--- src/rtl/fir_pkg.sv ---
// Shared FIR definitions: loader state encoding and coefficient-count derivation,
// common to the serial, parallel and N-serial FIR variants.
package fir_pkg;

    typedef enum logic [1:0] {
        ST_IDLE = 2'd0,
        ST_LOAD = 2'd1,
        ST_PEND = 2'd2
    } fir_state_e;

    // Number of coefficients for a given filter order.
    function automatic int unsigned coeff_num(input int unsigned order);
        return order + 1;
    endfunction

    // Word-counter width able to index every coefficient (at least one bit).
    function automatic int unsigned cnt_bits(input int unsigned num);
        return (num <= 1) ? 1 : $clog2(num);
    endfunction

endpackage

--- src/rtl/fir_coeff_bank.sv ---
// COEFF_NUM x COEFF_BITS coefficient register bank.
// Ports: clk/rst_n (async active-low), wr_en_i/wr_idx_i/wr_data_i indexed write,
//        copy_en_i/copy_data_i whole-bank load (wins over a write), bank_o flat contents.
module fir_coeff_bank #(
    parameter int unsigned COEFF_NUM  = 8,
    parameter int unsigned COEFF_BITS = 10,
    parameter int unsigned IDX_BITS   = 3
) (
    input  logic                            clk,
    input  logic                            rst_n,
    input  logic                            wr_en_i,
    input  logic [IDX_BITS-1:0]             wr_idx_i,
    input  logic [COEFF_BITS-1:0]           wr_data_i,
    input  logic                            copy_en_i,
    input  logic [COEFF_NUM*COEFF_BITS-1:0] copy_data_i,
    output logic [COEFF_NUM*COEFF_BITS-1:0] bank_o
);

    localparam int unsigned BANK_W = COEFF_NUM * COEFF_BITS;

    logic [BANK_W-1:0] bank_q;
    logic [BANK_W-1:0] bank_d;

    // Next bank contents: whole-bank copy, else single indexed word.
    always_comb begin
        bank_d = bank_q;
        if (copy_en_i) begin
            bank_d = copy_data_i;
        end else if (wr_en_i) begin
            for (int unsigned i = 0; i < COEFF_NUM; i++) begin
                if (32'(wr_idx_i) == i) begin
                    bank_d[i*COEFF_BITS +: COEFF_BITS] = wr_data_i;
                end
            end
        end
    end

    always_ff @(posedge clk or negedge rst_n) begin
        if (!rst_n) begin
            bank_q <= '0;
        end else begin
            bank_q <= bank_d;
        end
    end

    assign bank_o = bank_q;

endmodule

--- src/rtl/fir_coeff_loader.sv ---
// FIR coefficient loader: collects a serial coefficient sequence into a shadow
// bank and swaps it into the active bank at a FIR sample boundary.
// Ports: clk, reset (async active-low); coeff_in/coeff_valid/coeff_last/coeff_ready
//        word stream; swap_ok sample boundary; k_out active bank (k(i) at
//        [i*COEFF_BITS +: COEFF_BITS]); load_done / load_err one-cycle pulses.
module fir_coeff_loader
    import fir_pkg::*;
#(
    parameter int unsigned ORDER      = 7,
    parameter int unsigned COEFF_BITS = 10,
    parameter int unsigned CNT_BITS   = cnt_bits(coeff_num(ORDER))
) (
    input  logic                                      clk,
    input  logic                                      reset,
    input  logic [COEFF_BITS-1:0]                     coeff_in,
    input  logic                                      coeff_valid,
    input  logic                                      coeff_last,
    output logic                                      coeff_ready,
    input  logic                                      swap_ok,
    output logic [coeff_num(ORDER)*COEFF_BITS-1:0]    k_out,
    output logic                                      load_done,
    output logic                                      load_err
);

    localparam int unsigned COEFF_NUM = coeff_num(ORDER);
    localparam int unsigned BANK_W    = COEFF_NUM * COEFF_BITS;
    localparam logic [CNT_BITS-1:0] LAST_IDX = CNT_BITS'(COEFF_NUM - 1);

    fir_state_e          state_q, state_d;
    logic [CNT_BITS-1:0] cnt_q, cnt_d;
    logic                ready_q, ready_d;
    logic                done_q, done_d;
    logic                err_q, err_d;

    logic                xfer;
    logic                at_end;
    logic                wr_en;
    logic                swap;
    logic [BANK_W-1:0]   shadow_bank;
    logic [BANK_W-1:0]   active_bank;

    assign xfer   = coeff_valid & ready_q;
    assign at_end = (cnt_q == LAST_IDX);

    // Next-state and pulse logic; cnt is always 0 in IDLE, so IDLE and LOAD share
    // one transfer rule with the end-of-sequence check done against cnt.
    always_comb begin
        state_d = state_q;
        cnt_d   = cnt_q;
        done_d  = 1'b0;
        err_d   = 1'b0;
        wr_en   = 1'b0;
        swap    = 1'b0;

        case (state_q)
            ST_IDLE, ST_LOAD: begin
                if (xfer) begin
                    wr_en = 1'b1;
                    if (coeff_last && at_end) begin
                        cnt_d   = '0;
                        state_d = ST_PEND;
                    end else if (coeff_last || at_end) begin
                        // short (last too early) or long (no last on final word)
                        cnt_d   = '0;
                        err_d   = 1'b1;
                        state_d = ST_IDLE;
                    end else begin
                        cnt_d   = cnt_q + CNT_BITS'(1);
                        state_d = ST_LOAD;
                    end
                end
            end
            ST_PEND: begin
                if (swap_ok) begin
                    swap    = 1'b1;
                    done_d  = 1'b1;
                    state_d = ST_IDLE;
                end
            end
            default: begin
                cnt_d   = '0;
                state_d = ST_IDLE;
            end
        endcase

        ready_d = (state_d != ST_PEND);
    end

    always_ff @(posedge clk or negedge reset) begin
        if (!reset) begin
            state_q <= ST_IDLE;
            cnt_q   <= '0;
            ready_q <= 1'b0;
            done_q  <= 1'b0;
            err_q   <= 1'b0;
        end else begin
            state_q <= state_d;
            cnt_q   <= cnt_d;
            ready_q <= ready_d;
            done_q  <= done_d;
            err_q   <= err_d;
        end
    end

    // Shadow bank: filled word by word from the input stream.
    fir_coeff_bank #(
        .COEFF_NUM  (COEFF_NUM),
        .COEFF_BITS (COEFF_BITS),
        .IDX_BITS   (CNT_BITS)
    ) u_shadow (
        .clk         (clk),
        .rst_n       (reset),
        .wr_en_i     (wr_en),
        .wr_idx_i    (cnt_q),
        .wr_data_i   (coeff_in),
        .copy_en_i   (1'b0),
        .copy_data_i ({BANK_W{1'b0}}),
        .bank_o      (shadow_bank)
    );

    // Active bank: only ever loaded as a whole from the shadow bank.
    fir_coeff_bank #(
        .COEFF_NUM  (COEFF_NUM),
        .COEFF_BITS (COEFF_BITS),
        .IDX_BITS   (CNT_BITS)
    ) u_active (
        .clk         (clk),
        .rst_n       (reset),
        .wr_en_i     (1'b0),
        .wr_idx_i    ({CNT_BITS{1'b0}}),
        .wr_data_i   ({COEFF_BITS{1'b0}}),
        .copy_en_i   (swap),
        .copy_data_i (shadow_bank),
        .bank_o      (active_bank)
    );

    assign coeff_ready = ready_q;
    assign k_out       = active_bank;
    assign load_done   = done_q;
    assign load_err    = err_q;

endmodule

--- config.mk ---
export PLATFORM = sky130hd
export DESIGN_NAME = fir_coeff_loader
export DESIGN_NICKNAME = d
export VERILOG_FILES = /design/src/rtl/fir_pkg.sv /design/src/rtl/fir_coeff_bank.sv /design/src/rtl/fir_coeff_loader.sv
export SDC_FILE = /design/constraint.sdc
export NUM_CORES = 1
export LEC_CHECK = 0
export BUFFER_PORTS_ARGS = -buffer_cell sky130_fd_sc_hd__buf_4
export CELL_PAD_IN_SITES_DETAIL_PLACEMENT = 1
export CELL_PAD_IN_SITES_GLOBAL_PLACEMENT = 1
export CORE_MARGIN = 2
export CORE_UTILIZATION = 46
export CTS_CLUSTER_DIAMETER = 40
export CTS_CLUSTER_SIZE = 14
export DETAILED_ROUTE_END_ITERATION = 10
export HOLD_SLACK_MARGIN = 0.06
export PLACE_DENSITY = 0.85
export RECOVER_POWER = 100
export SYNTH_ARGS = -nofsm -noshare
export SYNTH_HDL_FRONTEND = slang
export SYNTH_HIERARCHICAL = 1
export SYNTH_SLANG_ARGS = --single-unit
--- constraint.sdc ---
create_clock -name clk -period 2.1 [get_ports clk]
set_input_delay 0.42 -clock clk [delete_from_list [all_inputs] [get_ports clk]]
set_output_delay 0.42 -clock clk [all_outputs]
set_load 0.005 [all_outputs]
-- Yosys cells after proc, flatten, opt, wreduce, memory -nomap -nowiden
Index checks and enable logic that the tools add are counted.
- register bits: 168
- bits in latches: 0
- bits in writable memories: 0
- ROM bits: 0
- input port bits: 15
- output and inout bits: 83
- word-level logic and storage cells: 59
- memories kept: 0
- add/sub/neg operators: 1
- multiply operators: 0
- div/mod/pow operators: 0
- $lt $le $gt $ge: 0
- equality and inequality tests: 11
- shift operators: 0
- muxes and demuxes: 17
- bitwise operators: 2
- reductions and logical operators: 14
- operators with widths (cell ; count):
    $reduce_and 2->1 ; 9
    $eq 3x3->1 const B ; 4
    $mux 1 ; 9
    $mux 3 ; 3
    $eq 3x2->1 const B ; 2
    $mux 2 ; 3
    $pmux 3 s2 ; 1
    $ne 2x2->1 const B ; 2
    $pmux 2 s2 ; 1
    $add 3x1->3 const B ; 1
    $eq 3x1->1 const B ; 1
    $logic_not 3->1 ; 1
    $eq 2x1->1 const B ; 1
    $eq 2x2->1 const B ; 1
    $logic_not 2->1 ; 1
    $reduce_or 2->1 ; 1
    $and 1x1->1 ; 1
    $logic_and 1x1->1 ; 1
    $logic_or 1x1->1 ; 1
    $not 1->1 ; 1

-- Depth between registers and ports, before layout
Gate-level depths: netlist (run 1).
- depth after elaboration: 7
- depth in mapped cells: 6

-- Cells and area by module
The synthesis (run 1) kept the hierarchy.
- by module, submodules not included (module ; times used ; cells an instance ; area an instance (µm²) ; seq. area each (µm²)):
    fir_coeff_bank ; 2 ; 363 ; 3801.1 ; 2001.9
    fir_coeff_loader ; 1 ; 36 ; 442.9 ; 200.2

-- Worst setup path after synthesis (run 1)
No wires, ideal clock.
- path kind: register -> register
- start point: register state_q[1]
- end point: register u_shadow.bank_q[0] (netlist: u_shadow/bank_o[0])
- setup time: 0.119 ns
- arrival: 1.414 ns
- required time: 1.981 ns
- slack: 0.567 ns
- cell stages (with the launch flop): 7
- clock period less this slack: 1.533 ns
- cell sequence: dfrtp_1 -> and3b_1 -> buf_6 -> nor4b_2 -> buf_6 -> mux2i_1 -> o21ai_1
- longest elaborated chain between the ends: 4
- RTL lines (item ; RTL line ; source):
    from (decl) ; fir_coeff_loader.sv:29 ; fir_state_e state_q, state_d;
    from (signal assigned) ; fir_coeff_loader.sv:97 ; state_q <= state_d;
    $eq 2x1->1 / $logic_not 2->1 (equally long branches) ; fir_coeff_loader.sv:55 ; case (state_q)
    $reduce_or 2->1 * ; fir_coeff_loader.sv:55 ;
    $mux 1 * ; fir_coeff_loader.sv:55 ;
    net wr_en ; fir_coeff_loader.sv:37 ; logic wr_en;
    $reduce_and 2->1 (no line) * ; - ;
    to (signal assigned) ; fir_coeff_bank.sv:42 ; bank_q <= bank_d;
    to (decl) ; fir_coeff_bank.sv:21 ; logic [BANK_W-1:0] bank_q;
The timed path passes the listed nets; every way through them passes the cells marked *.
A chain may end at the register's enable or synchronous reset.

-- Worst setup path after layout (run 1)
- start point: register state_q[1]
- end point: register u_shadow.bank_q[44] (netlist: u_shadow/bank_o[44])
- longest elaborated chain between the ends: 4
- RTL lines (item ; RTL line):
    $eq 2x1->1 / $logic_not 2->1 (equally long branches) ; fir_coeff_loader.sv:55
    $reduce_or 2->1 * ; fir_coeff_loader.sv:55
    $mux 1 * ; fir_coeff_loader.sv:55
    $reduce_and 2->1 (no line) * ; -
Mark *: on every way between the ends. The rest lies on a longest branch, timed or not.

==> results.py, run 1 <==
metrics = {
    "cts": {
        "cts_root_buffer": "clkbuf_16",
        "cts_buffer_depth": 2,
        "cts_buffers": 17,
        "post_cts_resized": 0,
        "clk_latency_ns": 0.43,
        "cts.clk_slew.worst_paths_ns": 0.07,
        "cts_tree": "yes",
        "htreeDepth": 4,
        "clkSinkCount": 168,
    },
    "sta": {
        "hold_viol": 0,
        "skew_ns": 0.00780,
        "hold_ws_ns": 0.287,
        "finalCriticalPeriod_ns": 1.98,
        "drv_slew": 0,
        "setup_violations": 0,
        "clock.fmax_ghz": 0.505,
        "fin_ws_ns": 0.120,
        "rsz0062_at_grt": "false",
        "tns_ns": 0,
        "layout_worst_path_cycle_share_pct": 94.3,
        "tightestPinTransition_ns": 0.733,
        "slew-limit-headroom_pct": 51.2,
    },
    "floorplanning": {
        "core_sq_mm": 0.0172,
        "die_h_um": 136,
        "num_rows": 48,
        "dieArea_sq_mm": 0.0186,
        "dieWidth_um": 136,
        "ios": 98,
        "start_util_pct": 46.8,
    },
    "pwr": {
        "finalPower_w": 0.00929,
        "vdd_drop_max_mv": 0.624,
        "leakagePower_nw": 4.62,
        "power.density_mw_per_mm2": 951,
    },
    "worst_hold_path": {
        "worstHoldPathType": "input pin to flop",
    },
    "synth": {
        "synth_top_family_by_area": "multiplexers",
        "yosys.area_share.simple_pct": 10.3,
        "yosys-mux-area-fraction_pct": 20.3,
        "yosys_register_bits": 168,
        "avgSynthCellArea_sq_um": 10.6,
        "synth_area_sq_mm": 0.00805,
        "synth_seq_area_share_pct": 52.3,
        "synth-compound-area-share_pct": 10.7,
        "synthAdderAreaFrac_pct": 0.778,
        "ys_warn_count": 6,
        "synthDistinctLibCells": 29,
        "synth_xor_xnor_area_share_pct": 0,
        "syn_inst": 762,
    },
    "global_route": {
        "grt_pass1_wl_um": 38100,
        "grt_pass1_vias": 6609,
        "groute.usage.overall_pct": 27.9,
        "grt_max_degree": 111,
        "antenna_found_initial": 0,
        "overflow": 0,
    },
    "route": {
        "avgRoutedWirePerCell_um": 21.0,
        "via_count": 6293,
        "drt-total-wl_um": 24900,
        "dr.pass1.iters": 4,
        "dr.first_iter.drc_count": 428,
        "drc": 0,
        "via_per_inst": 5.30,
        "ant_nets": 0,
    },
    "setup_path": {
        "crit_path_start": "state_q[1]$_DFF_PN0_",
        "crit_end": "u_shadow/bank_o[44]$_DFFE_PN0P_",
        "cp-start-kind": "flop",
        "cp.required_ns": 2.40,
        "crit_path_max_fanout": 10,
        "reg2regPathDepth": 5,
        "r2r_start": "state_q[1]$_DFF_PN0_",
        "endpoint_kind": "flop",
        "worstPathArrival_ns": 2.28,
        "timing.rr.end": "u_shadow/bank_o[44]$_DFFE_PN0P_",
        "path_class": "flop to flop",
        "r2r_slack_ns": 0.12,
    },
    "cells_and_area": {
        "fill_cells": 1984,
        "drive_gt1_share_pct": 14.6,
        "nNetsFinal": 971,
        "antennaDiodeCount": 0,
        "fin_area_sq_mm": 0.00977,
        "syn_to_final_growth_pct": 21.5,
    },
    "placement": {
        "numPortBuffers": 97,
        "dpl.hpwl_um": 14700,
        "gp_congestion": 0.784,
        "postPlaceCellArea_sq_mm": 0.00927,
        "dp_slack_ns": 0.248,
    },
    "flow_run": {
        "maxCapViolations": 0,
    },
    "run_status": {
        "status": "complete, no violations",
    },
}
worst min-delay path by stage:
stage                start                              end  slack, ns  cells past startpoint
2_1_floorplan        reset             cnt_q[0]$_DFFE_PN0P_       0.12                      0
3_3_place_gp         reset  u_active/bank_o[22]$_DFFE_PN0P_       0.32                      1
3_5_place_dp         reset  u_active/bank_o[21]$_DFFE_PN0P_       0.32                      1
4_1_cts        coeff_valid             state_q[0]$_DFF_PN0_       0.29                      3
5_1_grt        coeff_valid             state_q[0]$_DFF_PN0_       0.29                      3
6_report       coeff_valid             state_q[0]$_DFF_PN0_       0.29                      3
sequential cells by signal, summed over array words and instances, names as in the netlist:
register / count
coeff_ready: 1
u_shadow/bank_o: 80
u_active/bank_o: 80
cnt_q: 3
load_done: 1
state_q: 2
load_err: 1
critical path, cell delays in order, from the launching register on:
cell	delay, ns
dfrtp_1	0.44
and3b_1	0.44
and4bb_1	0.26
buf_4	0.24
mux2i_1	0.30
o21ai_0	0.15
metrics by stage:
stage	std cells	utilization (%)
2_1_floorplan	890	-
3_3_place_gp	1156	54.0
3_5_place_dp	1156	54.0
4_1_cts	1188	57.5
5_1_grt	1188	56.9
6_report	1188	56.9
Yosys cell counts:
| cell type | number | area (sq um) |
|---|---|---|
| mux2i_1 | 162 | 1620 |
| buf_2 | 4 | 20.0 |
| o21ai_0 | 64 | 320 |
| mux2_4 | 1 | 15.0 |
| o21ai_1 | 96 | 480 |
| and4bb_1 | 6 | 75.1 |
| buf_4 | 26 | 195 |
| nand4b_1 | 6 | 52.6 |
| a21oi_1 | 1 | 5.00 |
| and2_2 | 1 | 7.51 |
| a31oi_1 | 1 | 6.26 |
| nand3b_1 | 2 | 15.0 |
| ha_1 | 5 | 62.6 |
| nand4_1 | 2 | 12.5 |
| dfrtp_1 | 168 | 4200 |
| conb_1 | 1 | 3.75 |
| buf_1 | 2 | 7.51 |
| and3b_1 | 1 | 8.76 |
| nor3b_1 | 2 | 15.0 |
| nand3_1 | 1 | 5.00 |
| a21o_2 | 1 | 8.76 |
| clkbuf_1 | 30 | 113 |
| a21boi_0 | 1 | 7.51 |
| buf_6 | 9 | 101 |
| a21bo_2 | 3 | 30.0 |
| nor4b_2 | 2 | 30.0 |
| and3b_2 | 1 | 10.0 |
| nand2_1 | 160 | 601 |
| inv_1 | 3 | 11.3 |
kinds of logic after synthesis:
kind of cell	Yosys count
compound gates	167
other cells	1
mux	163
simple gates	184
flops	168
buf+inv	74
fa+ha+maj	5
where the power goes:
group	total (W)	internal, W	switching, W
registers	0.00425	0.00382	0.000429
logic	0.00181	0.000894	0.000921
clock network	0.00323	0.00193	0.00130
layout make-up:
class,instances,area (sq um),area share [%]
multi-input combinational,648,3870,39.6
timing repair buffer,113,810,8.28
tap,225,282,2.88
clock inverter,7,90.1,0.922
clock buffer,24,512,5.24
sequential,168,4200,43.0
inverter,3,11.3,0.115
what timing repair did:
| item | CTS | global route |
|---|---|---|
| endpoints found under the hold margin | 25 | 0 |
| buffers inserted | 0 | 0 |
| hold buffers | 1 | 0 |
placed cells by master (no fill, tap or decap), types with 2 or more instances in the layout:
master      instances
dfrtp_1           168
mux2i_1           162
nand2_1           160
o21ai_0           151
conb_1            129
clkbuf_4           79
buf_4              18
clkbuf_16          17
o21ai_1             9
clkbuf_1            8
clkbuf_8            6
clkbuf_2            6
nand4b_1            6
and4bb_1            6
ha_1                5
inv_1               3
a21bo_2             3
clkinv_2            3
nor3b_1             2
nand3b_1            2
clkinvlp_4          2
bufinv_16           2
nand4_1             2
per-layer routing:
metal	up-vias	GRT usage (%)	routed length, um
li1	2866	-	-
met5	-	0	0
met1	3210	36.1	10700
met3	51	4.51	992
met4	0	11.4	763
met2	166	46.8	12500
Power figures use the tool's default switching activity.
==> run 2, diff against run 1 <==
--- a/config.mk
+++ b/config.mk
@@ -8,13 +8,15 @@
 export BUFFER_PORTS_ARGS = -buffer_cell sky130_fd_sc_hd__buf_4
 export CELL_PAD_IN_SITES_DETAIL_PLACEMENT = 1
 export CELL_PAD_IN_SITES_GLOBAL_PLACEMENT = 1
+export CORE_ASPECT_RATIO = 0.75
 export CORE_MARGIN = 2
-export CORE_UTILIZATION = 46
+export CORE_UTILIZATION = 48
+export CTS_BUF_LIST = sky130_fd_sc_hd__clkbuf_8
 export CTS_CLUSTER_DIAMETER = 40
 export CTS_CLUSTER_SIZE = 14
 export DETAILED_ROUTE_END_ITERATION = 10
 export HOLD_SLACK_MARGIN = 0.06
-export PLACE_DENSITY = 0.85
+export PLACE_DENSITY = 0.88
 export RECOVER_POWER = 100
 export SYNTH_ARGS = -nofsm -noshare
 export SYNTH_HDL_FRONTEND = slang
==> results.py, run 2 (synthesis gave the netlist of run 1 again) <==
metrics = {
    "run_status": {
        "status": "complete, no violations",
    },
    "cells_and_area": {
        "post-route-util_pct": 59.1,
        "final_cells": 1175,
        "layout_common_cells": "dfrtp_1, mux2i_1, nand2_1, o21ai_0, conb_1",
        "drive_gt1_share_pct": 15.2,
        "syn_to_final_growth_pct": 19.1,
        "final_common_cell": "dfrtp_1",
        "antennaDiodeCount": 0,
        "nNetsFinal": 972,
    },
    "sta": {
        "layout_worst_path_cycle_share_pct": 90.7,
        "tns_ns": 0,
        "clock.fmax_ghz": 0.525,
        "hold_viol": 0,
        "setup_violations": 0,
        "finalCriticalPeriod_ns": 1.90,
        "fin_ws_ns": 0.195,
        "tightestPinTransition_ns": 0.916,
        "hold_ws_ns": 0.248,
        "slew-limit-headroom_pct": 38.9,
        "rsz0062_at_grt": "false",
        "skew_ns": 0.0142,
        "drv_slew": 0,
    },
    "placement": {
        "dp_slack_ns": 0.308,
        "numPortBuffers": 97,
        "dpl.cell_count": 1142,
        "dpl.hpwl_um": 15300,
        "gp_congestion": 0.757,
    },
    "setup_path": {
        "path_class": "flop to flop",
        "endpoint_kind": "flop",
        "worstPathArrival_ns": 2.27,
        "r2r_start": "state_q[1]$_DFF_PN0_",
        "cp-start-kind": "flop",
        "cp.required_ns": 2.46,
        "crit_path_max_fanout": 10,
        "crit_path_start": "state_q[1]$_DFF_PN0_",
    },
    "pwr": {
        "p_sw_w": 0.00252,
        "p_sw_share_pct": 30.5,
        "clockPowerShare_pct": 26.9,
        "power.density_mw_per_mm2": 863,
        "leakagePower_nw": 4.53,
        "vdd_drop_max_mv": 0.432,
        "combPwrFrac_pct": 21.9,
        "p_int_w": 0.00575,
        "seqPwrFrac_pct": 51.1,
    },
    "worst_hold_path": {
        "worstHoldPathType": "input pin to flop",
        "hp-start": "coeff_valid",
    },
    "cts": {
        "clk_latency_ns": 0.48,
        "cts_tree": "yes",
        "cts_root_buffer": "clkbuf_8",
        "cts.clk_slew.worst_paths_ns": 0.09,
        "cts_buffers": 17,
        "cts_buffer_depth": 2,
        "htreeDepth": 4,
        "clkSinkCount": 168,
    },
    "floorplanning": {
        "ios": 98,
        "start_util_pct": 49.6,
        "num_rows": 40,
        "dieArea_sq_mm": 0.0178,
        "core_sq_mm": 0.0162,
        "die_h_um": 116,
        "dieWidth_um": 153,
    },
    "global_route": {
        "antenna_found_initial": 0,
        "groute.usage.overall_pct": 27.5,
        "overflow": 0,
        "grt_max_degree": 101,
        "grt_pass1_vias": 6548,
        "grt_pass1_wl_um": 36800,
    },
    "flow_run": {
        "maxCapViolations": 0,
    },
    "route": {
        "via_count": 6219,
        "drt-total-wl_um": 23600,
        "drc": 0,
        "wl_met3_um": 846,
        "topRoutingLayerUsed": "met4",
        "ant_nets": 0,
        "via_per_inst": 5.29,
        "avgRoutedWirePerCell_um": 20.0,
        "dr.pass1.iters": 5,
        "dr.first_iter.drc_count": 511,
        "m1WireLength_um": 11100,
        "wl_met2_um": 11000,
    },
}
[run 2: changes by cell type in the layout (fill, tap and decap cells not counted), moves of 2 or more]
cell and delta:
buf_12 +2, clkbuf_1 -3, clkbuf_4 +3, clkinvlp_4 +3, clkbuf_8 +14, clkbuf_16 -17
[run 2: power by group through the flow]
stage,Clock [W],Combinational [W],Sequential [W]
3_5_place_dp,0,0.00183,0.00429
2_1_floorplan,0,0.000952,0.00420
3_3_place_gp,0,0.00174,0.00427
4_1_cts,0.00227,0.00185,0.00423
6_report,0.00223,0.00181,0.00423
5_1_grt,0.00242,0.00201,0.00429
[run 2: metrics by stage]
stage / cell area [sq um] / total power, W
global route: 9580 / 0.00872
global placement: 9260 / 0.00601
finish: 9580 / 0.00827
detailed placement: 9260 / 0.00613
floorplan: 8530 / 0.00515
CTS: 9640 / 0.00835
[run 2: worst paths after layout]
path / to / slack (ns) / depth (start not counted)
hold / removal: state_q[0]$_DFF_PN0_ / 0.25 / 3
max in group asynchronous: u_shadow/bank_o[34]$_DFFE_PN0P_ / 0.35 / 3
setup reg to reg: u_shadow/bank_o[46]$_DFFE_PN0P_ / 0.20 / 5
min in group asynchronous: u_active/bank_o[48]$_DFFE_PN0P_ / 0.50 / 2
setup / recovery: u_shadow/bank_o[46]$_DFFE_PN0P_ / 0.20 / 5
hold reg to reg: u_active/bank_o[34]$_DFFE_PN0P_ / 0.49 / 2
[run 2: what timing repair did]
item / 4_1_cts / 5_1_grt
gates resized for setup: 0 / 0
endpoints found under the hold margin: 54 / 0
setup buffers: 0 / 0
hold buffers: 1 / 0
setup endpoints to repair: 0 / 0
[run 2: cell type report]
cell class,instances,area (sq um)
repair buffers,114,853
clock inverters,12,100
well taps,210,263
clock buffers,20,275
fillers,1843,6640
inverters,3,11.3
multi-input cells,648,3870
flip-flops and latches,168,4200
[run 2: routing by layer]
layer  up-vias  GRT usage (%)
met3        41           5.05
met2       153           44.8
met1      3157           37.6
met4         0           10.1
met5         -              0
li1       2868              -
[run 2: critical path: stages, from the launching register on]
cell      delay, ns
dfrtp_1        0.45
and3b_1        0.38
and4bb_1       0.22
clkbuf_2       0.36
mux2i_1        0.28
o21ai_1        0.09
